<file path="src/rtl/vslc_servo_pkg.sv">
// rtl/vslc_servo_pkg.sv - shared VSLC servo types and counter width
package vslc_servo_pkg;

    localparam int TICK_CNT_W = 16;

    typedef enum logic [1:0] {
        IDLE  = 2'd0,
        ARMED = 2'd1,
        HIGH  = 2'd2,
        LOW   = 2'd3
    } rx_state_t;

    function automatic logic majority3(input logic a, input logic b, input logic c);
        return (a & b) | (a & c) | (b & c);
    endfunction

endpackage

</file>
<file path="src/rtl/vslc_sync_tick.sv">
// rtl/vslc_sync_tick.sv - pulse_in synchroniser, servo_clk tick detect, edge detect (VSLC_SERVO_RX_GLITCH_FILTER_EN adds majority filter)
module vslc_sync_tick
    import vslc_servo_pkg::*;
#(
    parameter int SYNC_STAGES = 2
) (
    input  logic clk,
    input  logic servo_clk,
    input  logic pulse_in,
    output logic tick,
    output logic samp,
    output logic rise,
    output logic fall
);

    logic [SYNC_STAGES-1:0] sync_q;
    logic                   servo_clk_prev;
    logic                   samp_prev;
    logic                   s;

    // Free-running regardless of reset/enable so no false edge follows release.
    always_ff @(posedge clk) begin
        sync_q         <= {sync_q[SYNC_STAGES-2:0], pulse_in};
        servo_clk_prev <= servo_clk;
    end

    assign s    = sync_q[SYNC_STAGES-1];
    assign tick = servo_clk & ~servo_clk_prev;

`ifdef VSLC_SERVO_RX_GLITCH_FILTER_EN
    logic [1:0] hist;

    always_ff @(posedge clk) begin
        if (tick) begin
            hist <= {hist[0], s};
        end
    end

    assign samp = majority3(s, hist[0], hist[1]);
`else
    assign samp = s;
`endif

    always_ff @(posedge clk) begin
        if (tick) begin
            samp_prev <= samp;
        end
    end

    assign rise = samp & ~samp_prev;
    assign fall = ~samp & samp_prev;

endmodule

</file>
<file path="src/rtl/vslc_servo_rx.sv">
// rtl/vslc_servo_rx.sv - servo pulse decoder: width/period/value with timeout (VSLC_SERVO_RX_GLITCH_FILTER_EN in vslc_sync_tick)
module vslc_servo_rx
    import vslc_servo_pkg::*;
#(
    parameter int CNT_W       = TICK_CNT_W,
    parameter int SYNC_STAGES = 2
) (
    input  logic             clk,
    input  logic             rst_n,
    input  logic             servo_clk,
    input  logic             servo_enabled,
    input  logic             pulse_in,
    input  logic [7:0]       threshold_val,
    input  logic [CNT_W-1:0] timeout_val,
    output logic [CNT_W-1:0] width_out,
    output logic [CNT_W-1:0] period_out,
    output logic             value_out,
    output logic             valid,
    output logic             timeout
);

    localparam logic [CNT_W-1:0] CNT_ONE = {{(CNT_W-1){1'b0}}, 1'b1};
    localparam logic [CNT_W-1:0] CNT_MAX = {CNT_W{1'b1}};

    rx_state_t        state;
    logic [CNT_W-1:0] hi_cnt;
    logic [CNT_W-1:0] per_cnt;
    logic [CNT_W-1:0] hi_inc;
    logic [CNT_W-1:0] per_inc;
    logic [CNT_W-1:0] thr_ext;
    logic             timeout_hit;
    logic             tick;
    logic             samp;
    logic             rise;
    logic             fall;

    vslc_sync_tick #(
        .SYNC_STAGES(SYNC_STAGES)
    ) u_sync_tick (
        .clk      (clk),
        .servo_clk(servo_clk),
        .pulse_in (pulse_in),
        .tick     (tick),
        .samp     (samp),
        .rise     (rise),
        .fall     (fall)
    );

    // Counters saturate so a stuck input cannot wrap into a plausible width.
    assign hi_inc      = (hi_cnt == CNT_MAX) ? hi_cnt : hi_cnt + CNT_ONE;
    assign per_inc     = (per_cnt == CNT_MAX) ? per_cnt : per_cnt + CNT_ONE;
    assign thr_ext     = {{(CNT_W-8){1'b0}}, threshold_val};
    assign timeout_hit = (timeout_val != '0) && (per_cnt == timeout_val);

    always_ff @(posedge clk) begin
        if (!rst_n || !servo_enabled) begin
            state      <= IDLE;
            hi_cnt     <= '0;
            per_cnt    <= '0;
            width_out  <= '0;
            period_out <= '0;
            value_out  <= 1'b0;
            valid      <= 1'b0;
            timeout    <= 1'b0;
        end else begin
            valid <= 1'b0;
            if (tick) begin
                case (state)
                    IDLE: begin
                        if (!samp) begin
                            state <= ARMED;
                        end
                    end
                    ARMED: begin
                        if (rise) begin
                            hi_cnt  <= CNT_ONE;
                            per_cnt <= CNT_ONE;
                            state   <= HIGH;
                        end
                    end
                    HIGH: begin
                        if (timeout_hit) begin
                            timeout   <= 1'b1;
                            value_out <= 1'b0;
                            state     <= IDLE;
                        end else if (fall) begin
                            per_cnt <= per_inc;
                            state   <= LOW;
                        end else begin
                            hi_cnt  <= hi_inc;
                            per_cnt <= per_inc;
                        end
                    end
                    LOW: begin
                        // A rise on the timeout tick still completes the period.
                        if (rise) begin
                            width_out  <= hi_cnt;
                            period_out <= per_cnt;
                            value_out  <= (hi_cnt > thr_ext);
                            timeout    <= 1'b0;
                            valid      <= 1'b1;
                            hi_cnt     <= CNT_ONE;
                            per_cnt    <= CNT_ONE;
                            state      <= HIGH;
                        end else if (timeout_hit) begin
                            timeout   <= 1'b1;
                            value_out <= 1'b0;
                            state     <= IDLE;
                        end else begin
                            per_cnt <= per_inc;
                        end
                    end
                    default: state <= IDLE;
                endcase
            end
        end
    end

endmodule

</file>
<file path="config.mk">
export PLATFORM = sky130hd
export DESIGN_NAME = vslc_servo_rx
export DESIGN_NICKNAME = d
export VERILOG_FILES = /design/src/rtl/vslc_servo_pkg.sv /design/src/rtl/vslc_sync_tick.sv /design/src/rtl/vslc_servo_rx.sv
export SDC_FILE = /design/constraint.sdc
export NUM_CORES = 1
export LEC_CHECK = 0
export BUFFER_PORTS_ARGS = -buffer_cell sky130_fd_sc_hd__clkbuf_2
export CAP_MARGIN = 15
export CORE_MARGIN = 1.5
export CORE_UTILIZATION = 30
export DETAILED_ROUTE_END_ITERATION = 8
export GPL_TIMING_DRIVEN = 0
export PLACE_DENSITY_LB_ADDON = 0.15
export SYNTH_ARGS = -nofsm -noshare
export SYNTH_HDL_FRONTEND = slang
export SYNTH_SLANG_ARGS = --single-unit
</file>
<file path="constraint.sdc">
create_clock -name clk -period 1.8 [get_ports clk]
set_input_delay 0.36 -clock clk [delete_from_list [all_inputs] [get_ports clk]]
set_output_delay 0.36 -clock clk [all_outputs]
set_load 0.02 [all_outputs]
</file>
==> out/results.tsv, run 1 <==
stage	metric	value	unit
layout	fillers	1229	
global_routing	antenna_found_initial	0	
sta	max_slew_margin	64.2	%
yosys	synth_area_leaders	dfxtp_1 (39%), nand2_1 (9.7%), a21oi_1 (6.9%)	
setup_path	crit_slowest_cell	dfxtp_1	
place	gp_congestion	0.833	
place	post-dp-hpwl	7880	um
yosys	yosys_warnings	0	
global_routing	grt_overflow	0	
yosys	synth_top_area_cell	dfxtp_1	
routing	first_pass_iters	4	
sta	setup_viol	18	
pwr	power.density	689	nW/um2
yosys	yosysTopAreaCellShare	38.9	%
sta	finalClockSkew	6.39	ps
global_routing	grt_pass1_wl	18200	um
floorplanning	row_count	40	
worst_hold_path	hold_class	in -> reg	
pwr	leakage	2.08	nW
yosys	netlist_area	3710	um2
yosys	synth_edf_count	1	
yosys	async_reset_ff_share	0	%
layout	diodes	0	
setup_path	arrival	2230	ps
layout	drive_above_1_share	40.9	%
clock_network	htree_levels	3	
yosys	synth_cells	459	
layout	post-route-util	45.0	%
layout	final_common_cell	nand2_1	
yosys	synth.avg_cell_area	8.07	um2
layout	area_delta_synth_final	45.8	%
floorplanning	ios	64	
outcome	violations	setup timing	
run	maxCapViolCount	0	
routing	vias	3701	
setup_path	worstSetupStartpointType	flop	
routing	wl_per_cell	15.8	um
clock_network	cts-buffers-inserted	9	
clock_network	root_buffer	clkbuf_16	
layout	final_cell_mix	nand2_1 (92), clkbuf_2 (67), dfxtp_1 (49), a21oi_1 (43), buf_4 (32)	
sta	rsz0062_at_grt	yes	
routing	routed_wl	11400	um
setup_path	crit_chain	nand2_1 -> nor4_2 -> o211ai_1 -> buf_4 -> o221ai_4 -> a21oi_2 -> a31o_2	
floorplanning	die_y	114	um
outcome	status	finished with violations	
pwr	peakVddDrop	451	uV
routing	antenna_left	0	
place	port_buffers	63	
sta	post-route-period-util	111	%
pwr	total_power	3.72	mW
layout	post_layout_nonfiller_instances	721	
routing	first_iter_violations	213	
floorplanning	die-area	13000	um2
sta	hold_violations	0	
floorplanning	core_area	12000	um2
setup_path	reg2reg_slack	-200	ps
sta	fmax	0.499	GHz
clock_network	worstSkewPairLatency	340	ps
place	dp_cells	669	
global_routing	grt_usage	18.2	%
floorplanning	start_util	30.9	%
routing	viasPerCell	5.13	
yosys	syn-num-nets	498	
sta	finalWorstSetupSlack	-204	ps
clock_network	ctsLongestPathBuffers	2	
clock_network	cts_sinks	73	
setup_path	critical_path.max_fanout	7	
yosys	synth.distinct_cells	56	
setup_path	end_kind	flop	
setup_path	crit_family	simple AND/OR/NAND/NOR gates	
sta	tightestPinTransition	536	ps
clock_network	cts_tree	done	
sta	slew_violations	0	
sta	final.setup.tns	-2230	ps
yosys	ys.flop_type	dfxtp_1	
clock_network	hold_buffers	0	
yosys	synth_seq_cells	73	
global_routing	grt_pass1_vias	3536	
yosys	ys_seq_area_share	39.7	%
routing	drc	0	
floorplanning	die_x	114	um
setup_path	worst-path-buf-inv	1	
setup_path	critPathRequiredTime	2030	ps
setup_path	crit_type	reg -> reg	
global_routing	grt_max_degree	13	
clock_network	clkTransAtPathRegs	60	ps
sta	layout_min_cycle_time	2000	ps
setup_path	cp_slowest_stage_delay	460	ps
sta	whs	127	ps
layout	nets	608	
==> power by group <==
group	internal (mW)	switching [mW]	leakage, nW
registers	1.61	0.00406	0.604
logic	0.0774	0.105	1.31
clock network	1.23	0.694	0.160
==> metal layers <==
| metal | wire, um | global-route usage [%] | vias to the layer above |
|---|---|---|---|
| met1 | 5070 | 22.3 | 1753 |
| met2 | 5640 | 31.5 | 82 |
| met5 | 0 | 0 | - |
| li1 | - | - | 1850 |
| met3 | 488 | 3.97 | 16 |
| met4 | 221 | 6.33 | 0 |
==> sequential cells by signal (all words and copies together) (netlist names), 2 cells and up <==
| name | flops |
|---|---|
| hi_cnt | 16 |
| state | 2 |
| width_out | 16 |
| u_sync_tick.sync_q | 2 |
| per_cnt | 16 |
| period_out | 16 |
==> repair_timing <==
item	CTS	global route
cloned	2	0
resized for setup	69	86
endpoints found under the setup margin	65	59
buffers inserted	23	17
pin swaps	21	30
hold endpoints to repair	0	0
==> worst paths after layout <==
path                                      start                       endpoint  cells past startpoint
setup reg to reg         hi_cnt[2]$_SDFFE_PP0P_        hi_cnt[14]$_SDFFE_PP0P_                      7
hold reg to reg   u_sync_tick.sync_q[0]$_DFF_P_  u_sync_tick.sync_q[1]$_DFF_P_                      0
hold / removal                         pulse_in  u_sync_tick.sync_q[0]$_DFF_P_                      1
setup / recovery         hi_cnt[2]$_SDFFE_PP0P_        hi_cnt[14]$_SDFFE_PP0P_                      7
==> cell type report <==
class,count,area (um2),share of cell area (%)
buffer,22,165,3.06
clock buffer,12,278,5.14
clock inverter,4,47.5,0.880
inverter,13,48.8,0.903
multi-input combinational,347,2510,46.4
sequential,73,1520,28.1
tap,147,184,3.40
timing repair buffer,103,654,12.1
==> logic make-up (layout without fill, tap and decap cells) <==
family | after synthesis | in the layout | synth area share [%]
XOR/XNOR | 21 | 21 | 4.96
buffers and inverters | 41 | 154 | 5.57
multiplexers | 8 | 8 | 2.16
AND/OR/NAND/NOR | 206 | 206 | 26.7
AO/OA/AOI/OAI | 100 | 102 | 17.5
flip-flops | 73 | 73 | 39.7
adder cells (fa/ha/maj) | 10 | 10 | 3.38
==> through the flow <==
step | worst slack (ps) | cell area [um2]
floorplan | -3.27 | 3730
global placement | -612 | 4230
detailed placement | -632 | 4230
CTS | -231 | 4970
global route | -274 | 5400
finish | -204 | 5400
==> cell usage after synthesis (2+ instances only) <==
master    number
xor2_1        12
buf_6          4
o21ai_2        3
a21oi_2        2
nor4_1        11
buf_2          3
nand3_1       18
o21ai_0       12
nand3b_1       3
or3_1         11
inv_1         13
nand4_1       14
nor2_1        23
nand2_1       96
and2_1         3
o21a_1         3
mux2i_1        8
o211a_1        2
clkbuf_2       2
a31oi_1        4
ha_1          10
and4_1         4
a31o_2         4
a211oi_1       4
clkbuf_1      16
and3_1         6
o211ai_1       4
xnor2_1        9
dfxtp_1       72
nor3_1         7
a21oi_1       51
Power figures use the tool's default switching activity.
==> inputs of run 2 (changes only) <==
--- a/config.mk
+++ b/config.mk
@@ -6,11 +6,11 @@
 export NUM_CORES = 1
 export LEC_CHECK = 0
 export BUFFER_PORTS_ARGS = -buffer_cell sky130_fd_sc_hd__clkbuf_2
-export CAP_MARGIN = 15
 export CORE_MARGIN = 1.5
 export CORE_UTILIZATION = 30
 export DETAILED_ROUTE_END_ITERATION = 8
 export GPL_TIMING_DRIVEN = 0
+export MAX_ROUTING_LAYER = met4
 export PLACE_DENSITY_LB_ADDON = 0.15
 export SYNTH_ARGS = -nofsm -noshare
 export SYNTH_HDL_FRONTEND = slang
==> run 2 against run 1 <==
  * The run still ends with setup timing left
  * Flip-flop and latch count unchanged
  * Combinational power about the same
  * Clock power hardly changed
  * Count of clock-buffer cells in the layout stayed put
  * Worst hold slack worse by 3.3 ps
  * Via count rose by 0.78%
  * First-iteration DRC count is 28% higher
  * Non-clock buffer count grew 5
  * Critical path type unchanged
  * Critical endpoint unchanged
==> out/results.tsv, run 2 (synthesis gave the netlist of run 1 again) <==
stage	metric	value	unit	change
outcome	status	finished with violations		unchanged
outcome	violations	setup timing		unchanged
layout	nets	613		was 608
routing	drc	0		unchanged
global_routing	grt_pass1_wl	18300	um	was 18,200 um
clock_network	cts_sinks	73		unchanged
routing	viasPerCell	5.14		was 5.13
run	maxCapViolCount	0		unchanged
routing	first_pass_iters	4		unchanged
clock_network	cts_tree	done		unchanged
setup_path	critical_path.max_fanout	4		was 7
setup_path	critPathRequiredTime	2030	ps	about the same
sta	rsz0062_at_grt	yes		unchanged
sta	finalWorstSetupSlack	-198	ps	was -204 ps
routing	vias	3730		was 3,701
sta	setup_viol	21		was 18
pwr	leakage	2.10	nW	was 2.08 nW
layout	diodes	0		unchanged
routing	first_iter_violations	273		was 213
floorplanning	row_count	40		unchanged
sta	post-route-period-util	111	%	about the same
pwr	peakVddDrop	449	uV	was 451 uV
sta	max_slew_margin	64.6	%	was 64.2%
place	port_buffers	63		unchanged
global_routing	grt_overflow	0		unchanged
layout	post-route-util	45.3	%	was 45.0%
sta	finalClockSkew	5.44	ps	was 6.39 ps
setup_path	worstSetupStartpointType	flop		unchanged
global_routing	grt_usage	18.7	%	was 18.2%
layout	regArea	1520	um2	about the same
floorplanning	die_x	114	um	unchanged
routing	wl_per_cell	15.9	um	was 15.8 um
clock_network	cts-buffers-inserted	9		unchanged
pwr	power.density	685	nW/um2	was 689 nW/um2
worst_hold_path	hold_class	in -> reg		unchanged
clock_network	htree_levels	3		unchanged
place	gp_congestion	0.846		was 0.833
floorplanning	core_area	12000	um2	unchanged
layout	final_cell_mix	nand2_1 (92), clkbuf_2 (67), dfxtp_1 (48), a21oi_1 (44), buf_4 (37)		was nand2_1 (92), clkbuf_2 (67), dfxtp_1 (49), a21oi_1 (43), buf_4 (32)
sta	layout_min_cycle_time	2000	ps	about the same
routing	antenna_left	0		unchanged
sta	hold_violations	0		unchanged
floorplanning	die-area	13000	um2	unchanged
layout	fillers	1223		was 1,229
place	post-dp-hpwl	7880	um	unchanged
clock_network	root_buffer	clkbuf_16		unchanged
layout	drive_above_1_share	41.5	%	was 40.9%
floorplanning	start_util	30.9	%	unchanged
sta	final.setup.tns	-2320	ps	was -2230 ps
layout	multiInputGateArea	2500	um2	was 2510 um2
clock_network	clkTransAtPathRegs	60	ps	about the same
sta	tightestPinTransition	531	ps	was 536 ps
global_routing	grt_max_degree	13		unchanged
global_routing	grt_pass1_vias	3531		was 3,536
sta	slew_violations	0		unchanged
clock_network	hold_buffers	0		unchanged
setup_path	arrival	2230	ps	about the same
setup_path	crit_type	reg -> reg		unchanged
global_routing	antenna_found_initial	0		unchanged
layout	area_delta_synth_final	46.7	%	was 45.8%
floorplanning	ios	64		unchanged
routing	routed_wl	11500	um	was 11,400 um
layout	final_common_cell	nand2_1		unchanged
floorplanning	die_y	114	um	unchanged
setup_path	end_kind	flop		unchanged
clock_network	ctsLongestPathBuffers	2		unchanged
sta	fmax	0.500	GHz	was 0.499 GHz
clock_network	worstSkewPairLatency	340	ps	about the same
==> run 2: worst paths after layout <==
kind,end,cells past startpoint,from,slack [ps]
setup reg to reg,hi_cnt[14]$_SDFFE_PP0P_,7,hi_cnt[1]$_SDFFE_PP0P_,-200
setup / recovery,hi_cnt[14]$_SDFFE_PP0P_,7,hi_cnt[1]$_SDFFE_PP0P_,-200
hold / removal,u_sync_tick.sync_q[0]$_DFF_P_,1,pulse_in,120
hold reg to reg,u_sync_tick.sync_q[1]$_DFF_P_,0,u_sync_tick.sync_q[0]$_DFF_P_,330
==> run 2: what timing repair did <==
action | 4_1_cts | 5_1_grt
setup buffers | 23 | 22
resized for setup | 69 | 86
cloned | 2 | 0
endpoints found under the setup margin | 65 | 59
pin swaps | 21 | 35
==> run 2: per-layer routing <==
metal	routed length (um)	global-route usage, %	vias to the layer above
met5	0	-	-
met4	214	6.33	0
met3	467	3.97	17
met2	5740	31.7	85
met1	5100	22.2	1773
li1	-	-	1855
==> run 2: power breakdown <==
part	leakage [nW]	internal (mW)	total, mW	switching (mW)
clock network	0.160	1.23	1.92	0.696
logic	1.34	0.0787	0.184	0.106
registers	0.605	1.61	1.62	0.00405
total	2.10	2.92	3.73	0.806
==> run 2: metrics by stage <==
stage | power, mW | instances | setup WS, ps | hold slack (ps) | cell area, um2
floorplan | 1.74 | 459 | -3.27 | 310 | 3730
global placement | 1.81 | 669 | -612 | 314 | 4230
detailed placement | 1.81 | 669 | -632 | 315 | 4230
CTS | 3.78 | 705 | -231 | 111 | 4970
global route | 3.88 | 726 | -270 | 116 | 5440
finish | 3.73 | 726 | -198 | 124 | 5440
==> run 2: worst max-delay path, stage by stage, from the launching register on <==
cell      delay, ps
dfxtp_4         360
ha_4            140
nand4_1          90
or4_4           530
o211ai_1        200
buf_4           200
o221ai_4        140
a31o_2          230
==> run 2: area by class of cell <==
class / count / area share [%]
clock buffers: 12 / 5.11
flip-flops and latches: 73 / 27.9
inverters: 13 / 0.897
plain buffers: 22 / 2.95
clock inverters: 4 / 0.874
well taps: 147 / 3.38
repair buffers: 108 / 12.8
multi-input cells: 347 / 46.1
==> inputs of run 3 (changes only) <==
--- a/config.mk
+++ b/config.mk
@@ -11,7 +11,6 @@
 export DETAILED_ROUTE_END_ITERATION = 8
 export GPL_TIMING_DRIVEN = 0
 export MAX_ROUTING_LAYER = met4
-export PLACE_DENSITY_LB_ADDON = 0.15
 export SYNTH_ARGS = -nofsm -noshare
 export SYNTH_HDL_FRONTEND = slang
 export SYNTH_SLANG_ARGS = --single-unit
==> run 3 against run 2 <==
  * The flow still finishes with violations (setup timing)
  * Via count increased by 2.8%
  * Clock skew rose by 4.6 ps
  * Sequential power about the same
  * Critical path depth is the same
  * Flip-flop and latch count is the same
  * Setup slack better by 71 ps
  * Die area is the same
  * Cell area grew 0.69%
  * Clock power rose by 6%
  * Wire length down 0.44%
  * Sequential share of layout area is 0.20 points higher
  * Worst hold slack got worse by 0.99 ps
  * Critical path type unchanged
==> out/results.tsv, run 3 (synthesis gave the netlist of run 1 again) <==
stage	metric	value	unit	change
clock_network	clkTransAtPathRegs	60	ps	about the same
place	gp_congestion	0.906		was 0.846
layout	diodes	0		unchanged
sta	finalClockSkew	9.99	ps	was 5.44 ps
routing	first_iter_violations	268		was 273
clock_network	htree_levels	3		unchanged
outcome	violations	setup timing		unchanged
sta	fmax	0.519	GHz	was 0.500 GHz
floorplanning	ios	64		unchanged
sta	hold_violations	0		unchanged
run	maxCapViolCount	0		unchanged
global_routing	grt_usage	18.1	%	was 18.7%
floorplanning	die-area	13000	um2	unchanged
setup_path	reg2reg_slack	-130	ps	was -200 ps
routing	routed_wl	11500	um	about the same
setup_path	crit_type	reg -> reg		unchanged
sta	post-route-period-util	107	%	was 111%
global_routing	grt_overflow	0		unchanged
clock_network	cts-buffers-inserted	9		unchanged
sta	layout_min_cycle_time	1930	ps	was 2000 ps
sta	finalWorstSetupSlack	-128	ps	was -198 ps
pwr	p_sw_share	21.3	%	was 21.6%
pwr	total_power	3.83	mW	was 3.73 mW
layout	final_common_cell	nand2_1		unchanged
setup_path	critPathRequiredTime	2030	ps	about the same
sta	final.setup.tns	-1010	ps	was -2320 ps
pwr	power.density	700	nW/um2	was 685 nW/um2
place	post-dp-hpwl	7660	um	was 7880 um
layout	fillers	1148		was 1,223
sta	tightestPinTransition	540	ps	was 531 ps
floorplanning	core_area	12000	um2	unchanged
pwr	comb_power_share	4.7	%	was 5.0%
pwr	cell_internal_pwr	3.01	mW	was 2.92 mW
floorplanning	start_util	30.9	%	unchanged
floorplanning	row_count	40		unchanged
global_routing	grt_max_degree	13		unchanged
setup_path	reg2reg_depth	7		unchanged
outcome	status	finished with violations		unchanged
clock_network	root_buffer	clkbuf_16		unchanged
setup_path	crit_chain	ha_4 -> nand4_1 -> or4_4 -> o211ai_1 -> buf_4 -> o221ai_4 -> a31o_2		unchanged
layout	final_cell_mix	nand2_1 (88), clkbuf_2 (70), dfxtp_1 (47), a21oi_1 (46), buf_4 (37)		was nand2_1 (92), clkbuf_2 (67), dfxtp_1 (48), a21oi_1 (44), buf_4 (37)
clock_network	worstSkewPairLatency	350	ps	was 340 ps
floorplanning	die_x	114	um	unchanged
layout	drive_above_1_share	41.8	%	was 41.5%
routing	wl_per_cell	15.7	um	was 15.9 um
pwr	leakage	2.17	nW	was 2.10 nW
place	port_buffers	63		unchanged
setup_path	crit_slowest_cell	or4_4		unchanged
pwr	peakVddDrop	359	uV	was 449 uV
routing	drc	0		unchanged
sta	rsz0062_at_grt	yes		unchanged
setup_path	arrival	2160	ps	was 2230 ps
sta	slew_violations	0		unchanged
clock_network	cts_sinks	73		unchanged
global_routing	grt_pass1_vias	3755		was 3,531
pwr	clkPwrFrac	53.3	%	was 51.6%
routing	first_pass_iters	5		was 4
routing	antenna_left	0		unchanged
floorplanning	die_y	114	um	unchanged
worst_hold_path	hold_class	in -> reg		unchanged
global_routing	antenna_found_initial	0		unchanged
layout	area_delta_synth_final	47.7	%	was 46.7%
clock_network	ctsLongestPathBuffers	2		unchanged
setup_path	critical_path.max_fanout	5		was 4
clock_network	hold_buffers	0		unchanged
worst_hold_path	holdPathStages	1		unchanged
pwr	p_switching	0.818	mW	was 0.806 mW
layout	nets	616		was 613
setup_path	worstSetupStartpointType	flop		unchanged
setup_path	cp_slowest_stage_delay	490	ps	was 530 ps
global_routing	grt_pass1_wl	18100	um	was 18,300 um
sta	max_slew_margin	63.6	%	was 64.6%
pwr	sequentialPowerShare	41.9	%	was 43.4%
routing	viasPerCell	5.26		was 5.14
routing	vias	3834		was 3,730
sta	setup_viol	17		was 21
clock_network	cts_tree	done		unchanged
setup_path	end_kind	flop		unchanged
==> run 3: power by group through the flow <==
stage	registers (mW)	logic (mW)	clock network (mW)
final	1.61	0.181	2.04
after global routing	1.61	0.197	2.14
after CTS	1.61	0.166	2.06
after detailed placement	1.66	0.144	0
after global placement	1.66	0.141	0
after floorplan	1.66	0.0786	0
==> run 3: metrics by stage <==
step / hold slack, ps / std cells / cell area, um2 / utilization [%] / setup slack (ps)
after CTS: 121 / 712 / 5110 / 42.5 / -81.8
after floorplan: 310 / 459 / 3730 / - / -3.27
after global routing: 122 / 729 / 5480 / 45.6 / -219
after detailed placement: 314 / 669 / 4230 / 35.3 / -564
after global placement: 314 / 669 / 4230 / 35.3 / -529
final: 123 / 729 / 5480 / 45.6 / -128
==> run 3: critical path, delay by kind of cell (launching register included) <==
kind / cells / cell delay [ps]
flip-flops: 1 / 360
AO/OA/AOI/OAI: 3 / 560
buffers and inverters: 1 / 170
AND/OR/NAND/NOR: 2 / 580
adder cells (fa/ha/maj): 1 / 140
==> run 3: final cells by class <==
class / instances / area, um2 / area share [%]
clock buffers: 12 / 268 / 4.89
plain buffers: 24 / 184 / 3.36
multi-input cells: 346 / 2450 / 44.8
clock inverters: 4 / 72.6 / 1.33
well taps: 147 / 184 / 3.36
repair buffers: 110 / 727 / 13.3
inverters: 13 / 48.8 / 0.891
flip-flops and latches: 73 / 1540 / 28.1
==> run 3: metal layers <==
| layer | wire (um) | up-vias | track usage (%) |
|---|---|---|---|
| met5 | 0 | - | - |
| met4 | 182 | 0 | 5.00 |
| met3 | 575 | 17 | 4.18 |
| met2 | 5740 | 124 | 30.9 |
| met1 | 4970 | 1822 | 21.5 |
| li1 | - | 1871 | - |
==> run 3: what timing repair did <==
item	4_1_cts	5_1_grt
pin swaps	23	33
hold endpoints to repair	0	0
gates resized for setup	84	78
cloned	1	0
setup endpoints to repair	58	63
setup buffers	30	17
==> run 3: path summary, 6_finish.rpt <==
path	startpoint	end
max	hi_cnt[0]$_SDFFE_PP0P_	hi_cnt[4]$_SDFFE_PP0P_
min	pulse_in	u_sync_tick.sync_q[0]$_DFF_P_
max reg2reg	hi_cnt[0]$_SDFFE_PP0P_	hi_cnt[4]$_SDFFE_PP0P_
min reg2reg	u_sync_tick.sync_q[0]$_DFF_P_	u_sync_tick.sync_q[1]$_DFF_P_
